===== src/rtl/wb_port_arbiter.sv =====
`default_nettype none
// ============================================================================
//  Module   : wb_port_arbiter
//  Purpose  : Shares one Wishbone port-type slave (bidirectional, input-only
//             or output-only port) between NUM_MASTERS bus masters. Grants
//             are round-robin and held for a whole bus cycle (cyc). Ack and
//             read data go back to the granted master only. A per-transfer
//             watchdog answers with err when the slave never acks.
//  Revision : 1.0 - initial release
// ----------------------------------------------------------------------------
//  Ports
//    clk      : system clock, logic on posedge
//    rst      : asynchronous, active-low reset
//    mWbCycI  : per-master cyc
//    mWbStbI  : per-master stb
//    mWbWeI   : per-master we
//    mWbAdrI  : per-master address, master i at slice i
//    mWbDatI  : per-master write data, master i at slice i
//    mWbAckO  : per-master ack
//    mWbErrO  : per-master err, one-clock watchdog pulse
//    mWbDatO  : slave read data, broadcast to all masters
//    sWbCycO  : slave cyc
//    sWbStbO  : slave stb
//    sWbWeO   : slave we
//    sWbAdrO  : slave address
//    sWbDatO  : slave write data
//    sWbAckI  : slave ack
//    sWbDatI  : slave read data
//    grantO   : one-hot current grant, all zero while idle
// ============================================================================
module wb_port_arbiter #(
    parameter int NUM_MASTERS    = 2,
    parameter int DATA_WIDTH     = 16,
    parameter int ADDR_WIDTH     = 1,
    parameter int TIMEOUT_CYCLES = 15
) (
    input  logic                              clk,
    input  logic                              rst,
    input  logic [NUM_MASTERS-1:0]            mWbCycI,
    input  logic [NUM_MASTERS-1:0]            mWbStbI,
    input  logic [NUM_MASTERS-1:0]            mWbWeI,
    input  logic [NUM_MASTERS*ADDR_WIDTH-1:0] mWbAdrI,
    input  logic [NUM_MASTERS*DATA_WIDTH-1:0] mWbDatI,
    output logic [NUM_MASTERS-1:0]            mWbAckO,
    output logic [NUM_MASTERS-1:0]            mWbErrO,
    output logic [DATA_WIDTH-1:0]             mWbDatO,
    output logic                              sWbCycO,
    output logic                              sWbStbO,
    output logic                              sWbWeO,
    output logic [ADDR_WIDTH-1:0]             sWbAdrO,
    output logic [DATA_WIDTH-1:0]             sWbDatO,
    input  logic                              sWbAckI,
    input  logic [DATA_WIDTH-1:0]             sWbDatI,
    output logic [NUM_MASTERS-1:0]            grantO
);

    localparam int c_IDX_W = (NUM_MASTERS > 1) ? $clog2(NUM_MASTERS) : 1;
    localparam int c_CNT_W = $clog2(TIMEOUT_CYCLES + 1);

    // Last-grant pointer starts at the top master so master 0 wins first.
    localparam logic [c_IDX_W-1:0] c_LAST_RESET = c_IDX_W'(NUM_MASTERS - 1);
    localparam logic [c_CNT_W-1:0] c_TIMEOUT_M1 = c_CNT_W'(TIMEOUT_CYCLES - 1);
    localparam logic [c_CNT_W-1:0] c_CNT_ONE    = c_CNT_W'(1);

    typedef enum logic [0:0] {
        ST_IDLE  = 1'b0,
        ST_GRANT = 1'b1
    } state_t;

    state_t                 r_state;
    state_t                 w_stateNext;
    logic [c_IDX_W-1:0]     r_grantIdx;
    logic [c_IDX_W-1:0]     r_lastIdx;
    logic [c_IDX_W-1:0]     w_pickIdx;
    logic                   w_pickValid;
    logic [c_CNT_W-1:0]     r_wdogCnt;
    logic                   r_lockout;
    logic                   r_errPulse;
    logic                   w_granted;
    logic                   w_gCyc;
    logic                   w_gStb;
    logic                   w_stall;
    logic                   w_timeoutHit;
    logic [NUM_MASTERS-1:0] w_grantVec;

    // ------------------------------------------------------------------
    // Round-robin pick: first requester above the last grant, wrapping.
    // ------------------------------------------------------------------
    always_comb begin
        w_pickValid = 1'b0;
        w_pickIdx   = r_lastIdx;
        for (int k = 1; k <= NUM_MASTERS; k++) begin
            if (!w_pickValid &&
                mWbCycI[c_IDX_W'((int'(r_lastIdx) + k) % NUM_MASTERS)]) begin
                w_pickValid = 1'b1;
                w_pickIdx   = c_IDX_W'((int'(r_lastIdx) + k) % NUM_MASTERS);
            end
        end
    end

    // ------------------------------------------------------------------
    // Request mux from the granted master
    // ------------------------------------------------------------------
    assign w_granted = (r_state == ST_GRANT);
    assign w_gCyc    = mWbCycI[r_grantIdx];
    assign w_gStb    = mWbStbI[r_grantIdx] & ~r_lockout;

    assign sWbCycO = w_granted & w_gCyc;
    assign sWbStbO = w_granted & w_gStb;
    assign sWbWeO  = w_granted & mWbWeI[r_grantIdx];
    assign sWbAdrO = w_granted ? mWbAdrI[int'(r_grantIdx)*ADDR_WIDTH +: ADDR_WIDTH]
                               : '0;
    assign sWbDatO = w_granted ? mWbDatI[int'(r_grantIdx)*DATA_WIDTH +: DATA_WIDTH]
                               : '0;

    assign mWbDatO = sWbDatI;

    // A stalled cycle is a strobe the slave has not answered yet. The hit
    // fires on the stall that brings the count to TIMEOUT_CYCLES, so an ack
    // arriving in that same cycle clears the count first and wins.
    assign w_stall      = sWbStbO & ~sWbAckI;
    assign w_timeoutHit = w_stall & (r_wdogCnt == c_TIMEOUT_M1);

    // ------------------------------------------------------------------
    // Per-master response routing
    // ------------------------------------------------------------------
    for (genvar i = 0; i < NUM_MASTERS; i++) begin : g_master
        assign w_grantVec[i] = w_granted & (int'(r_grantIdx) == i);
        // sWbStbO is already low while idle or locked out, so stray acks drop.
        assign mWbAckO[i]    = w_grantVec[i] & sWbAckI & sWbStbO;
        assign mWbErrO[i]    = w_grantVec[i] & r_errPulse;
    end

    assign grantO = w_grantVec;

    // ------------------------------------------------------------------
    // FSM state register
    // ------------------------------------------------------------------
    always_ff @(posedge clk or negedge rst) begin
        if (!rst) begin
            r_state <= ST_IDLE;
        end else begin
            r_state <= w_stateNext;
        end
    end

    // Re-arbitration only happens from IDLE, giving one idle cycle between
    // consecutive grants.
    always_comb begin
        w_stateNext = r_state;
        case (r_state)
            ST_IDLE: begin
                if (w_pickValid) begin
                    w_stateNext = ST_GRANT;
                end
            end
            ST_GRANT: begin
                if (!w_gCyc) begin
                    w_stateNext = ST_IDLE;
                end
            end
            default: begin
                w_stateNext = ST_IDLE;
            end
        endcase
    end

    // ------------------------------------------------------------------
    // Grant pointers, watchdog and lockout
    // ------------------------------------------------------------------
    always_ff @(posedge clk or negedge rst) begin
        if (!rst) begin
            r_grantIdx <= '0;
            r_lastIdx  <= c_LAST_RESET;
            r_wdogCnt  <= '0;
            r_lockout  <= 1'b0;
            r_errPulse <= 1'b0;
        end else begin
            r_errPulse <= 1'b0;
            case (r_state)
                ST_IDLE: begin
                    r_wdogCnt <= '0;
                    r_lockout <= 1'b0;
                    if (w_pickValid) begin
                        r_grantIdx <= w_pickIdx;
                        r_lastIdx  <= w_pickIdx;
                    end
                end
                ST_GRANT: begin
                    if (!w_gCyc) begin
                        r_wdogCnt <= '0;
                        r_lockout <= 1'b0;
                    end else if (w_timeoutHit) begin
                        // Lockout holds stb low until the master ends the
                        // cycle, so the counter can restart from zero.
                        r_wdogCnt  <= '0;
                        r_lockout  <= 1'b1;
                        r_errPulse <= 1'b1;
                    end else if (w_stall) begin
                        r_wdogCnt <= r_wdogCnt + c_CNT_ONE;
                    end else begin
                        r_wdogCnt <= '0;
                    end
                end
                default: begin
                    r_wdogCnt <= '0;
                    r_lockout <= 1'b0;
                end
            endcase
        end
    end

endmodule
`default_nettype wire

===== config.mk =====
export PLATFORM = sky130hd
export DESIGN_NAME = wb_port_arbiter
export DESIGN_NICKNAME = d
export VERILOG_FILES = /design/src/rtl/wb_port_arbiter.sv
export SDC_FILE = /design/constraint.sdc
export NUM_CORES = 1
export LEC_CHECK = 0
export CAP_MARGIN = 0
export CORE_MARGIN = 3
export CORE_UTILIZATION = 29
export CTS_BUF_LIST = sky130_fd_sc_hd__clkbuf_2 sky130_fd_sc_hd__clkbuf_4 sky130_fd_sc_hd__clkbuf_8
export DETAILED_ROUTE_END_ITERATION = 8
export PLACE_DENSITY_LB_ADDON = 0.12
export SYNTH_ARGS = -nofsm -noshare
export SYNTH_HDL_FRONTEND = slang
export SYNTH_SLANG_ARGS = --single-unit
export TNS_END_PERCENT = 30

===== constraint.sdc =====
create_clock -name clk -period 1.5 [get_ports clk]
set_input_delay 0.3 -clock clk [delete_from_list [all_inputs] [get_ports clk]]
set_output_delay 0.3 -clock clk [all_outputs]
set_load 0.05 [all_outputs]

Word level (Yosys, flattened, before mapping)
Index checks and enable logic that the tools add are counted.
{"block": "totals", "ff_bits": 9, "in_bits": 59, "elab_cells": 66}
{"block": "op_classes", "addsub": 3, "order_cmp": 3, "n_eq_ne": 2, "shift": 2, "muxes": 29, "bitwise_logic": 18, "n_reduce_logical": 3}
{"operator": "32-bit by 6-bit indexed part select with 16-bit output", "count": 1}
{"operator": "1-bit 2-to-1 mux", "count": 22}
{"operator": "16-bit 2-to-1 mux", "count": 1}
{"operator": "1-bit AND", "count": 14}
{"operator": "4-bit 2-to-1 mux", "count": 3}
{"operator": "4-bit one-hot mux with 2 select lines", "count": 1}
{"operator": "1-bit by 3-bit less-than comparator with 1-bit output, second input constant", "count": 2}
{"operator": "4-bit by 1-bit adder with 4-bit output, second input constant", "count": 1}
{"operator": "4-bit == test, second input constant", "count": 1}
{"operator": "1-bit NOT", "count": 4}
{"operator": "1-bit one-hot mux with 2 select lines", "count": 2}
{"operator": "3-bit by 2-bit inequality test with 1-bit output, second input constant", "count": 1}
{"operator": "1-bit adder, second input constant", "count": 2}
{"operator": "1-bit by 2-bit less-than comparator with 1-bit output, second input constant", "count": 1}
{"operator": "2-bit AND reduction", "count": 1}
{"operator": "2-bit by 2-bit indexed part select with 1-bit output", "count": 1}
{"operator": "1-bit logical AND", "count": 1}
{"operator": "1-bit zero test", "count": 1}

Logic depth before layout (Yosys ltp)
Gate-level depths: netlist of run 1.
{"block": "logic_depth", "ltp_word": 10, "mapped_depth": 5}

Worst setup path after synthesis of run 1
Ideal clock, no wire load.
{"block": "synth_path", "path_type": "register to output", "startpoint": "reg r_grantIdx", "endpoint": "out mWbAckO[0]", "t_arrival_ns": 1.797, "required_ns": 1.200, "setup_slack_ns": -0.597, "stages_incl_launch_ff": 4, "n_path_buf": 1, "path_cell_list": "dfrtp_1 > buf_6 > nor2b_1 > and3_1"}
{"block": "synth_between", "elab_cells_between_ends": 8, "classes_between": "mux (2); bitwise (6)"}
{"item": "start, declared", "line_no": "72", "rtl": "logic [c_IDX_W-1:0] r_grantIdx;"}
{"item": "start signal, assigned", "line_no": "185", "rtl": "r_grantIdx <= w_pickIdx;"}
{"item": "1-bit NOT", "line_no": "128", "rtl": "assign w_grantVec[i] = w_granted & (int'(r_grantIdx) == i);"}
{"item": "1-bit AND", "line_no": "128"}
{"item": "named net grantO[0]", "line_no": "54", "rtl": "output logic [NUM_MASTERS-1:0] grantO"}
{"item": "1-bit AND (2 in a row)", "line_no": "130", "rtl": "assign mWbAckO[i] = w_grantVec[i] & sWbAckI & sWbStbO;"}
{"item": "end, declared", "line_no": "44", "rtl": "output logic [NUM_MASTERS-1:0] mWbAckO,"}
The timed path passes the listed nets, and every way through them passes these cells. The select of a mux whose other input is x is not followed.

Final worst setup path of run 1
{"block": "layout_path", "startpoint": "reg r_grantIdx", "endpoint": "out mWbAckO[1]"}
{"block": "layout_between", "elab_chain_cells": 5, "elab_cells_between_ends": 7, "classes_between": "mux (2); bitwise (5)"}
{"item": "1-bit 2-to-1 mux (not written as such) (2 in a row)", "line_no": "106", "rtl": "assign w_gStb = mWbStbI[r_grantIdx] & ~r_lockout;"}
{"item": "1-bit AND", "line_no": "106"}
{"item": "1-bit AND", "line_no": "109", "rtl": "assign sWbStbO = w_granted & w_gStb;"}
{"item": "1-bit AND *", "line_no": "130"}
Every way passes the cells marked *; elsewhere a longest branch is shown, timed or not. The select of a mux whose other input is x is not followed.

==> results of run 1 <==
placed cells by master (no fill, tap or decap), types with 2 or more instances in the layout:
cell type        Yosys  routed
ha_1                 2       2
clkdlybuf4s50_1      0      42
clkbuf_4             0       4
mux2i_2              0       4
a21oi_1              3       3
mux2i_1             18      14
o21ai_0              2       2
and3_4               0       3
nor2b_2              0      14
mux2_4               2       2
nor2b_4              0       5
dfrtp_1              8       7
nand2_1              5       4
and2_2               0       2
inv_1                4       4
buf_12               0      24
buf_6                1       2
buf_4               18       9
nor3_1               3       3
Yosys cell counts (all sizes together):
cell type,instances,area (sq um)
xnor2,1,8.76
mux2i,18,180
buf,19,146
clkbuf,2,7.51
nand2b,1,6.26
a31oi,1,6.26
nor2,1,3.75
nand3b,1,7.51
ha,2,25.0
dfstp,1,26.3
a21oi,3,15.0
nand4b,1,8.76
mux2,2,30.0
nand4,1,12.5
inv,4,15.0
nor3,3,15.0
nor2b,20,125
and3,4,25.0
dfrtp,8,200
nand2,5,18.8
and2,3,21.3
o21ai,2,10.0
layer usage:
layer,vias up,part of all wire
met5,-,0
met4,0,0.015
met3,12,0.11
met2,58,0.54
met1,407,0.33
li1,445,-
through the flow:
stage,hold slack (ps),instances,utilization,power [mW]
finish,327,206,0.681,3.42
global route,345,206,0.681,3.59
CTS,345,206,0.677,3.43
detailed placement,479,202,0.657,3.18
global placement,477,202,0.657,3.15
floorplan,4.41,103,-,2.03
what timing repair did:
item                                    CTS  global route
hold buffers                              0             0
gates resized for setup                   8             3
endpoints found under the setup margin   26            26
gates cloned                              0             0
endpoints found under the hold margin     0             0
worst max-delay path by stage:
| stage | slack, ps | end |
|---|---|---|
| 2_1_floorplan | -40 | sWbDatO[2] |
| 3_3_place_gp | -220 | mWbAckO[0] |
| 3_5_place_dp | -230 | mWbAckO[1] |
| 4_1_cts | -280 | mWbAckO[1] |
| 5_1_grt | -330 | sWbDatO[2] |
| 6_report | -270 | mWbAckO[1] |
final cells by class:
cell class / count / share of cell area
timing repair buffer: 78 / 0.514
clock buffer: 4 / 0.0153
sequential: 9 / 0.116
inverter: 4 / 0.00767
multi-input combinational: 69 / 0.320
tap: 42 / 0.0268
power by group:
group / internal [mW] / leakage [nW] / switching [mW] / total (mW)
logic: 1.46 / 0.703 / 1.41 / 2.88
clock network: 0.120 / 0.0184 / 0.0747 / 0.195
registers: 0.299 / 0.117 / 0.0497 / 0.348
sequential cells by signal (all words and copies together) (netlist names):
signal	cells
r_state	1
r_lockout	1
r_lastIdx	1
r_errPulse	1
r_wdogCnt	4
r_grantIdx	1
worst register-to-register path: stages, from the launching register on:
cell     delay [ps]
dfrtp_2         450
buf_4           160
mux2_4          200
buf_4           100
nand4_2         150
nor3_1          250
cells by family after synthesis:
| family | count (synthesis) |
|---|---|
| simple gates | 40 |
| mux | 20 |
| xor+xnor | 1 |
| fa+ha+maj | 2 |
| compound gates | 6 |
| buf+inv | 25 |
| flops | 9 |
==> results.md, run 1 <==
- GRT met2 Usage: 0.263
- Max cap viols: 0
- Leak: 0.839 nW
- Yosys warns: 0
- Endpoint type of the worst setup path: output port
- Busiest grt layer: met2
- Pre-antenna DRT Iters: 4
- Via Count: 922
- N_diodes: 0
- Largest family of logic cells by synthesized area: simple AND/OR/NAND/NOR gates
- Met3 GRT Util: 0.0559
- CP cell instances: mux2_4 > and2_4 > and3_4 > buf_12
- Syn Nets: 164
- Post-DP HPWL: 2370 microns
- Critical Path RT: 1200 ps
- DRC: 0
- FMAX: 0.566 GHz
- Met1 Use GR: 0.137
- First-pass GRT wire length: 4420 microns
- Netlist Area Pre-Place: 915 sq um
- Total GRT Usage: 0.140
- Syn Area/Cell: 8.88 sq um
- Die height: 62.2 microns
- PortBufs: 68
- H-tree Lvls: 1
- Layout area overhead: 114%
- Initial antenna violation count: 0
- Sequential Area: 228 sq um
- Fillers: 228
- Fin crit share: 1.18
- RR Startpoint: r_grantIdx
- Outcome: complete, but fails checks
- Final hold viol count: 0
- CP arrival: 1470 ps
- Cells after Synth: 103
- Post-CTS setup buffer count: 0
- Critical Path Fanout Max: 5
- R2R Setup Slk: 100 ps
- Failing checks: setup timing
- Slew HR: 0.758
- CP Depth: 4
- Hold Path Class: in2async
- CP max stage delay: 450 ps
- Synth Area in XOR/XNOR: 0.00958
- Core region area: 2880 sq um
- Placed cell areas: 1890 sq um
- Setup-failing EPs final: 25
- Root Buffer: clkbuf_4
- Die ar.: 3860 sq um
- Clk_lat worst skew: 250 ps
- Clock Pin Slew Worst Setup and Hold Paths: 60 ps
- Multi-input gate area: 627 sq um
- Buffer and inverter count on the worst path: 1
- GP Congestion: 0.797
- DR WL/cell: 13.1 microns
- Netlist cell types: 24
- RSZ-0062 raised after global routing: yes
- Post-Synth Simple-Gate Area: 0.267
- Final Cell Area: 1960 sq um
- Final Slew Violations: 0
- Final ANT Viol Nets: 0
- Layout Skew: 2.02 ps
- VDD IR-drop max: 934 uV
- Mux contribution to synthesized area: 0.230
- Compound-Gate Fraction of Synth Area: 0.0342
- Inserted Clock Buffers: 3
- Layout Nets: 226
- Row count: 19
- Setup_tns: -4440 ps
- Register bit total from synthesis: 9
- Die W: 62.2 microns
- Share of cells above drive strength 1: 0.457
- Pin count of the biggest net entering global routing: 20
- Clock sinks: 9
- Critical setup path kind: reg2out
- Final WS setup: -267 ps
- Vias in the first global route: 1004
- Seq/Total Area, Yosys: 0.248
- Vias/cell: 4.48
- Worst setup startpoint: r_grantIdx
- CP Launch Type: register
- DRT iter0 DRCs: 61
- TritonCTS clock tree: done
- Maximum clock insertion buffer count: 2
- GR Overflow Total: 0
- Min cycle time layout: 1770 ps
- R2R depth: 5
- Adder-cell area share of the yosys netlist: 0.0274
- Place WS: -233 ps
- Pwr/cell area: 1750 nW/um^2
- Initial Utilization: 0.318
- CP top delay family: flip-flops
- Least-Margin Pin Slew: 361 ps
- Worst R2R End: r_errPulse
- Critical path's slowest cell: dfrtp_2
- Io pins: 101
- Final wirelength: 2700 microns
(Power assumes the default switching activity.)
==> run 2: changes to the inputs <==
--- a/config.mk
+++ b/config.mk
@@ -11,6 +11,7 @@
 export CTS_BUF_LIST = sky130_fd_sc_hd__clkbuf_2 sky130_fd_sc_hd__clkbuf_4 sky130_fd_sc_hd__clkbuf_8
 export DETAILED_ROUTE_END_ITERATION = 8
 export PLACE_DENSITY_LB_ADDON = 0.12
+export REMOVE_ABC_BUFFERS = 1
 export SYNTH_ARGS = -nofsm -noshare
 export SYNTH_HDL_FRONTEND = slang
 export SYNTH_SLANG_ARGS = --single-unit
==> run 2 against run 1 <==
Net effect:
- non-clock buffer count is 1 higher
- total power is 2.1% lower
- the flow still finishes with violations (setup timing)
- flip-flop and latch count stayed put
- count of clock-buffer cells in the layout stayed put
- critical path type unchanged
- first-iteration DRC count is 34% lower
- critical path depth stayed put
- worst hold slack better by 1.8 ps
- routed wire length is 21% higher
- sequential power is 2% lower
- final cell count is 0.49% higher
- largest power group unchanged
==> results.md, run 2 (synthesis results as in run 1) <==
- Clk_lat worst skew: 260 ps (about the same)
- Layout Skew: 6.48 ps (+4.46 ps)
- R2R Setup Slk: 140 ps (+40 ps)
- Fillers: 235 (+3.1%)
- RR Startpoint: r_grantIdx
- Vias in the first global route: 990 (-1.4%)
- Final Cell Area: 1900 sq um (-2.7%)
- CP arrival: 1480 ps (about the same)
- Final hold viol count: 0 (unchanged)
- CP Launch Type: register
- Final Slew Violations: 0 (unchanged)
- Setup_tns: -4430 ps (+9.38 ps)
- Leak: 0.826 nW (-1.5%)
- Final ANT Viol Nets: 0 (unchanged)
- Cells after DPL: 203 (+0.50%)
- Least-Margin Pin Slew: 397 ps (+35.2 ps)
- Die height: 62.2 microns (unchanged)
- Total GRT Usage: 0.171 (+0.0316)
- Row count: 19 (unchanged)
- Slew HR: 0.735 (-0.0235)
- Initial Utilization: 0.318 (unchanged)
- Fin crit share: 1.19 (+0.00885)
- Clock Pin Slew Worst Setup and Hold Paths: 60 ps (about the same)
- Share of cells above drive strength 1: 0.382 (-0.0755)
- Io pins: 101 (unchanged)
- GP Congestion: 0.728 (-8.7%)
- Multi-input gate area: 569 sq um (-9.2%)
- DR WL/cell: 15.8 microns (+20%)
- Clock sinks: 9 (unchanged)
- Outcome: complete, but fails checks
- Root Buffer: clkbuf_4
- Critical Path Fanout Max: 4 (-1)
- Maximum clock insertion buffer count: 2 (unchanged)
- VDD IR-drop max: 1110 uV (+19%)
- GR Overflow Total: 0 (unchanged)
- Placed cell areas: 1810 sq um (-4.1%)
- Post-CTS Hold Fix Bufs: 0 (unchanged)
- TritonCTS clock tree: done
- Largest register FFs: 4 (unchanged)
- Min cycle time layout: 1780 ps (+13.3 ps)
- N_diodes: 0 (unchanged)
- DRT iter0 DRCs: 40 (-34%)
- Final core utilization: 0.662 (-0.0187)
- Inserted Clock Buffers: 3 (unchanged)
- Commonest non-fill, non-tap cell in the layout: clkdlybuf4s50_1
- Top reg by flops: r_wdogCnt
- Failing checks: setup timing
- Non-filler cells, final: 207 (+0.49%)
- RSZ-0062 raised after global routing: yes
- H-tree Lvls: 1 (unchanged)
- Critical Path RT: 1200 ps (about the same)
- Final WS setup: -280 ps (-13.3 ps)
- Setup-failing EPs final: 26 (+4.0%)
- Endpoint type of the worst setup path: output port
- Sequential Area: 228 sq um (unchanged)
- Pwr/cell area: 1760 nW/um^2 (+0.66%)
- Post-DP HPWL: 2740 microns (+16%)
- FMAX: 0.562 GHz (-0.75%)
- R2R depth: 5 (unchanged)
- Critical setup path kind: reg2out
- Die W: 62.2 microns (unchanged)
- Hold Path Class: in2async
- First-pass GRT wire length: 5260 microns (+19%)
- Vias/cell: 4.63 (+3.5%)
- Layout area overhead: 108%
- Most frequent cells in the layout: clkdlybuf4s50_1 (42), buf_12 (24), mux2i_1 (18)
- Worst hold slack: 329 ps (+1.77 ps)
- Post-CTS setup buffer count: 0 (unchanged)
- Initial antenna violation count: 0 (unchanged)
- Place WS: -265 ps (-31.3 ps)
- Pin count of the biggest net entering global routing: 18 (-10%)
- Worst R2R End: r_wdogCnt[0]
- Layout Nets: 227 (+0.44%)
- Pre-antenna DRT Iters: 4 (unchanged)
- Core region area: 2880 sq um (unchanged)
- Max cap viols: 0 (unchanged)
- Die ar.: 3860 sq um (unchanged)
- DRC: 0 (unchanged)
- Worst setup startpoint: r_grantIdx
- PortBufs: 68 (unchanged)
- Post-cts sizing count: 10 (+2)
- Final wirelength: 3260 microns (+21%)
- Pwr Total: 3.35 mW (-2.1%)
- Via Count: 959 (+4.0%)
run 2: worst max-delay path, cell delays in order (launching register included):
cell and delay (ps):
dfrtp_2 450, mux2_4 320, and2_4 150, and3_4 170, buf_12 140
run 2: report_power, final:
part	internal [mW]	switching (mW)	leakage [nW]
logic	1.39	1.41	0.690
registers	0.299	0.0422	0.117
clock network	0.120	0.0826	0.0184
total	1.81	1.54	0.826
run 2: worst max-delay path by stage:
stage,end,depth (start not counted)
3_5_place_dp,mWbAckO[1],5
5_1_grt,mWbAckO[0],4
3_3_place_gp,mWbAckO[1],5
4_1_cts,mWbAckO[1],4
2_1_floorplan,mWbAckO[0],2
6_report,mWbAckO[0],4
run 2: area by class of cell:
class	instances	area share
Clock buffer	4	0.0158
Inverter	4	0.00788
Multi-Input combinational cell	69	0.299
Sequential cell	9	0.120
Tap cell	42	0.0276
Timing Repair Buffer	79	0.530
run 2: layer usage:
metal / GRT usage / vias up / share of wire
li1: - / 454 / -
met1: 0.174 / 438 / 0.34
met2: 0.297 / 61 / 0.54
met3: 0.103 / 6 / 0.11
met4: 0.0470 / 0 / 0.019
met5: 0 / - / 0
==> run 3: changes to the inputs <==
--- a/config.mk
+++ b/config.mk
@@ -6,10 +6,13 @@
 export NUM_CORES = 1
 export LEC_CHECK = 0
 export CAP_MARGIN = 0
+export CELL_PAD_IN_SITES_DETAIL_PLACEMENT = 1
+export CELL_PAD_IN_SITES_GLOBAL_PLACEMENT = 1
 export CORE_MARGIN = 3
-export CORE_UTILIZATION = 29
+export CORE_UTILIZATION = 18
 export CTS_BUF_LIST = sky130_fd_sc_hd__clkbuf_2 sky130_fd_sc_hd__clkbuf_4 sky130_fd_sc_hd__clkbuf_8
 export DETAILED_ROUTE_END_ITERATION = 8
+export GPL_TIMING_DRIVEN = 0
 export PLACE_DENSITY_LB_ADDON = 0.12
 export REMOVE_ABC_BUFFERS = 1
 export SYNTH_ARGS = -nofsm -noshare
==> run 3 against run 2 <==
Net effect:
- non-clock buffer count unchanged
- final cell count increased by 12%
- die area is 55% higher
- register-to-register slack got worse by 130 ps
- via count up 1.3%
- routed wire length grew 13%
- clock power up 43%
- combinational power shrank 14%
- flip-flop and latch count unchanged
- the run still ends with setup timing left
- worst hold slack better by 38 ps
==> results.md, run 3 (synthesis results as in run 1) <==
- GP Congestion: 0.716 (-1.6%)
- Slew HR: 0.735 (about the same)
- Final wirelength: 3690 microns (+13%)
- Pwr/cell area: 1770 nW/um^2 (+0.57%)
- Outcome: complete, but fails checks
- Die ar.: 5970 sq um (+55%)
- Post-DP HPWL: 2680 microns (-2.4%)
- N_diodes: 0 (unchanged)
- Final hold viol count: 0 (unchanged)
- Row count: 25 (+6)
- Layout Nets: 227 (unchanged)
- PortBufs: 68 (unchanged)
- GR Overflow Total: 0 (unchanged)
- Total GRT Usage: 0.119 (-0.0522)
- DR WL/cell: 15.9 microns (+1.0%)
- Clock sinks: 9 (unchanged)
- Initial antenna violation count: 0 (unchanged)
- Layout area overhead: 92.3%
- Critical setup path kind: reg2out
- Final ANT Viol Nets: 0 (unchanged)
- Non-filler cells, final: 232 (+12%)
- Commonest non-fill, non-tap cell in the layout: clkdlybuf4s50_1
- Cells after DPL: 217 (+6.9%)
- Fin crit share: 1.21 (+0.0212)
- Critical Path Fanout Max: 5 (+1)
- Leak: 0.772 nW (-6.5%)
- Die W: 77.3 microns (+24%)
- Critical Path RT: 1200 ps (about the same)
- Endpoint type of the worst setup path: output port
- Failing checks: setup timing
- Initial Utilization: 0.190 (-0.128)
- Most frequent cells in the layout: clkdlybuf4s50_1 (42), buf_6 (23), nor2b_1 (19)
- DRT iter0 DRCs: 1 (-98%)
- R2R depth: 5 (unchanged)
- Hold Path Class: in2async
- Maximum clock insertion buffer count: 2 (unchanged)
- TritonCTS clock tree: done
- Io pins: 101 (unchanged)
- Final Slew Violations: 0 (unchanged)
- Pre-antenna DRT Iters: 2 (-2)
- Inserted Clock Buffers: 3 (unchanged)
- Final WS setup: -312 ps (-31.7 ps)
- Worst hold slack: 367 ps (+38.3 ps)
- Least-Margin Pin Slew: 396 ps (-0.751 ps)
- Max cap viols: 0 (unchanged)
- Worst setup startpoint: r_grantIdx
- RSZ-0062 raised after global routing: yes
- Setup-failing EPs final: 26 (unchanged)
- Root Buffer: clkbuf_8
- CP Launch Type: register
- Pin count of the biggest net entering global routing: 14 (-4)
- Via Count: 971 (+1.3%)
- Die height: 77.3 microns (+24%)
- H-tree Lvls: 1 (unchanged)
- DRC: 0 (unchanged)
- Layout Skew: 1.45 ps (-5.03 ps)
- Fillers: 567 (+140%)
- Share of cells above drive strength 1: 0.327 (-0.0545)
- RR Startpoint: r_grantIdx
- Worst R2R End: r_wdogCnt[0]
- FMAX: 0.552 GHz (-1.8%)
- First-pass GRT wire length: 5620 microns (+6.8%)
- Vias/cell: 4.19 (-9.7%)
- Min cycle time layout: 1810 ps (+31.7 ps)
- VDD IR-drop max: 680 uV (-39%)
- Core region area: 4820 sq um (+67%)
- CP arrival: 1510 ps (+30 ps)
- Clk_lat worst skew: 230 ps (-30 ps)
- R2R Setup Slk: 10 ps (-130 ps)
- Top reg by flops: r_wdogCnt
- Largest register FFs: 4 (unchanged)
- Clock Pin Slew Worst Setup and Hold Paths: 40 ps (-20 ps)
- Vias in the first global route: 1043 (+5.4%)
run 3: changes by cell type in the layout (fill, tap and decap cells not counted), moves of 2 or more:
cell / delta
buf_12: -22
buf_6: +20
buf_8: +2
clkbuf_4: -3
clkbuf_8: +3
dfrtp_4: +2
nor2b_1: +12
nor2b_2: -12
run 3: final cells by class:
class,count,area (sq um),share of cell area
Tap cell,67,83.8,0.0477
Multi-Input combinational cell,69,549,0.312
Sequential cell,9,234,0.133
Timing Repair Buffer,79,828,0.471
Clock buffer,4,48.8,0.0277
Inverter,4,15.0,0.00853
run 3: what timing repair did:
item,4_1_cts,5_1_grt
setup endpoints to repair,34,30
gates resized for setup,178,15
hold buffers,0,0
setup buffers,9,2
pin swaps,1,1
run 3: worst max-delay path by stage:
stage | to | slack [ps] | cells after the start
detailed placement | mWbAckO[0] | -1450 | 4
finish | mWbAckO[1] | -310 | 4
global placement | mWbAckO[0] | -1420 | 4
CTS | mWbAckO[0] | -310 | 4
global route | sWbDatO[0] | -350 | 5
floorplan | mWbAckO[0] | -980 | 2
run 3: through the flow:
stage	power (mW)	util	area (sq um)	TNS (ps)	setup WS (ps)
2_1_floorplan	1.69	-	761	-16050	-976
3_3_place_gp	2.35	0.317	1530	-32190	-1420
3_5_place_dp	2.38	0.317	1530	-33930	-1450
4_1_cts	2.99	0.349	1680	-5160	-313
5_1_grt	3.26	0.365	1760	-6680	-351
6_report	3.11	0.365	1760	-5010	-312
run 3: where the power goes:
group / switching, mW / internal, mW
Clock: 0.0883 / 0.203
Sequential: 0.0895 / 0.314
Combinational: 1.35 / 1.07
run 3: worst max-delay path, cell delays in order (launching register included):
cell and delay [ps]:
dfrtp_4 510, mux2_4 320, and2_4 150, and3_4 160
buf_6 150
run 3: routing by layer:
layer | share of wire | vias to the layer above | track usage | wire length, microns
li1 | - | 450 | - | -
met1 | 0.39 | 462 | 0.128 | 1430
met2 | 0.51 | 57 | 0.212 | 1890
met3 | 0.092 | 2 | 0.0587 | 341
met4 | 0.0076 | 0 | 0.0231 | 28
met5 | 0 | - | 0 | 0
==> edit: new RTL, flow settings as in run 3 <==
Register the inputs `sWbAckI` and `sWbDatI` before use, without a reset. The logic sees them one clock later. The other inputs are not delayed to match.
--- a/src/rtl/wb_port_arbiter.sv
+++ b/src/rtl/wb_port_arbiter.sv
@@ -67,6 +67,14 @@
         ST_GRANT = 1'b1
     } state_t;
 
+    logic sWbAckI_q;
+    logic [DATA_WIDTH-1:0] sWbDatI_q;
+
+    always_ff @(posedge clk) begin
+        sWbAckI_q <= sWbAckI;
+        sWbDatI_q <= sWbDatI;
+    end
+
     state_t                 r_state;
     state_t                 w_stateNext;
     logic [c_IDX_W-1:0]     r_grantIdx;
@@ -113,12 +121,12 @@
     assign sWbDatO = w_granted ? mWbDatI[int'(r_grantIdx)*DATA_WIDTH +: DATA_WIDTH]
                                : '0;
 
-    assign mWbDatO = sWbDatI;
+    assign mWbDatO = sWbDatI_q;
 
     // A stalled cycle is a strobe the slave has not answered yet. The hit
     // fires on the stall that brings the count to TIMEOUT_CYCLES, so an ack
     // arriving in that same cycle clears the count first and wins.
-    assign w_stall      = sWbStbO & ~sWbAckI;
+    assign w_stall      = sWbStbO & ~sWbAckI_q;
     assign w_timeoutHit = w_stall & (r_wdogCnt == c_TIMEOUT_M1);
 
     // ------------------------------------------------------------------
@@ -127,7 +135,7 @@
     for (genvar i = 0; i < NUM_MASTERS; i++) begin : g_master
         assign w_grantVec[i] = w_granted & (int'(r_grantIdx) == i);
         // sWbStbO is already low while idle or locked out, so stray acks drop.
-        assign mWbAckO[i]    = w_grantVec[i] & sWbAckI & sWbStbO;
+        assign mWbAckO[i]    = w_grantVec[i] & sWbAckI_q & sWbStbO;
         assign mWbErrO[i]    = w_grantVec[i] & r_errPulse;
     end
 
Formal check against the unedited RTL: not equivalent (Yosys sat finds a counterexample within 4 cycles, from zero or initial values and one cycle with rst low).
==> edit against run 3 <==
- the flow still finishes with violations (negative setup slack)
- design area grew 32%
- setup slack lost 99 ps
- wire length grew 2.7%
- synthesized area grew 22%
- total power grew 17%
- clock skew grew 2.6 ps
- sequential cell count grew 17
- first-iteration DRC count grew to 23 times the old value
- register-to-register slack gained 70 ps
==> edit: results (changes against run 3) <==
[sta]
final.setup.tns_ps = -5935  ; -925.4 ps
worst_slack_ps = -410.5  ; -98.53 ps
fin_skew_ps = 4.027  ; +2.581 ps
setup_viol = 26  ; unchanged
slew_headroom_pct = 66.02  ; -7.5 points

[setup_path]
cp.arrival_ps = 1610  ; +100 ps
crit_fanout = 4  ; -1

[drt]
wl_per_cell_um = 13.45  ; -15%
drtIter0Drc = 23  ; +22
via_count = 1129  ; +16%

[yosys]
synthTopCellsByCount = nor2b_1, mux2i_1, dfxtp_1, dfrtp_1, nor2_1
ys_async_sr_fraction_pct = 34.62  ; -65 points
ys.flop_type = dfxtp_1
synthTopCellsByArea = dfxtp_1, dfrtp_1, mux2i_1
ys_types = 27  ; +13%

[final_layout]
instances_no_fill = 282  ; +22%
drive_above_1_share_pct = 23.19  ; -9.5 points
num-nets-final = 269  ; +19%

[placed_design]
place.gp.congestion = 0.7811  ; +9.1%
place_area_um2 = 2178  ; +43%

[outcome]
failed_checks = negative setup slack
run_status = complete, but fails checks

[clock_tree]
post-cts-setup-buffers = 6  ; -3
cts.clk_slew.worst_paths_ps = 80  ; +40 ps
insertion_delay_ps = 260  ; +30 ps

[global_routing]
grt_pass1_wl_um = 6106  ; +8.6%
grt_pass1_vias = 1272  ; +22%

-- edit: power by group --
group / switching [mW] / internal, mW
Sequential: 0.114 / 0.787
Combinational: 1.34 / 0.988
Clock: 0.196 / 0.208
Total: 1.65 / 1.98
-- edit: worst max-delay path by stage --
stage                                      start          to  slack (ps)  cells past startpoint
after floorplan           r_grantIdx$_DFFE_PN0P_  mWbAckO[0]        -970                      2
after global placement    r_grantIdx$_DFFE_PN0P_  mWbAckO[1]       -1430                      4
after detailed placement  r_grantIdx$_DFFE_PN0P_  mWbAckO[1]       -1480                      4
after CTS                 r_grantIdx$_DFFE_PN0P_  mWbAckO[1]        -430                      4
after global routing      r_grantIdx$_DFFE_PN0P_  mWbAckO[0]        -470                      4
final                     r_grantIdx$_DFFE_PN0P_  mWbAckO[0]        -410                      4
-- edit: kinds of logic (layout without fill, tap and decap cells) --
family                     Yosys count  count (layout)  synth area share, %
DFF                                 26              26                50.96
adders and majority gates            2               2                2.249
xor gates and xnor gates             3               3                2.363
muxes                               20              20                18.56
and+or+nand+nor                     40              40                21.71
AOI/OAI and AO/OA                    2               2               0.8990
buffers and inverters                7             114                3.263
-- edit: per-layer routing --
metal | global-route usage (%) | routed length (um) | vias up | share of wire, %
li1 | - | - | 544 | -
met1 | 11.22 | 1393 | 505 | 37
met2 | 17.65 | 1821 | 76 | 48
met3 | 5.790 | 552 | 4 | 15
met4 | 3.022 | 25 | 0 | 0.66
met5 | 0 | 0 | - | 0
-- edit: final cells by class --
cell class | count | share of cell area, %
clock buffers | 4 | 2.097
flip-flops and latches | 26 | 24.68
repair buffers | 108 | 46.13
well taps | 75 | 4.032
multi-input cells | 67 | 22.74
inverters | 2 | 0.3226
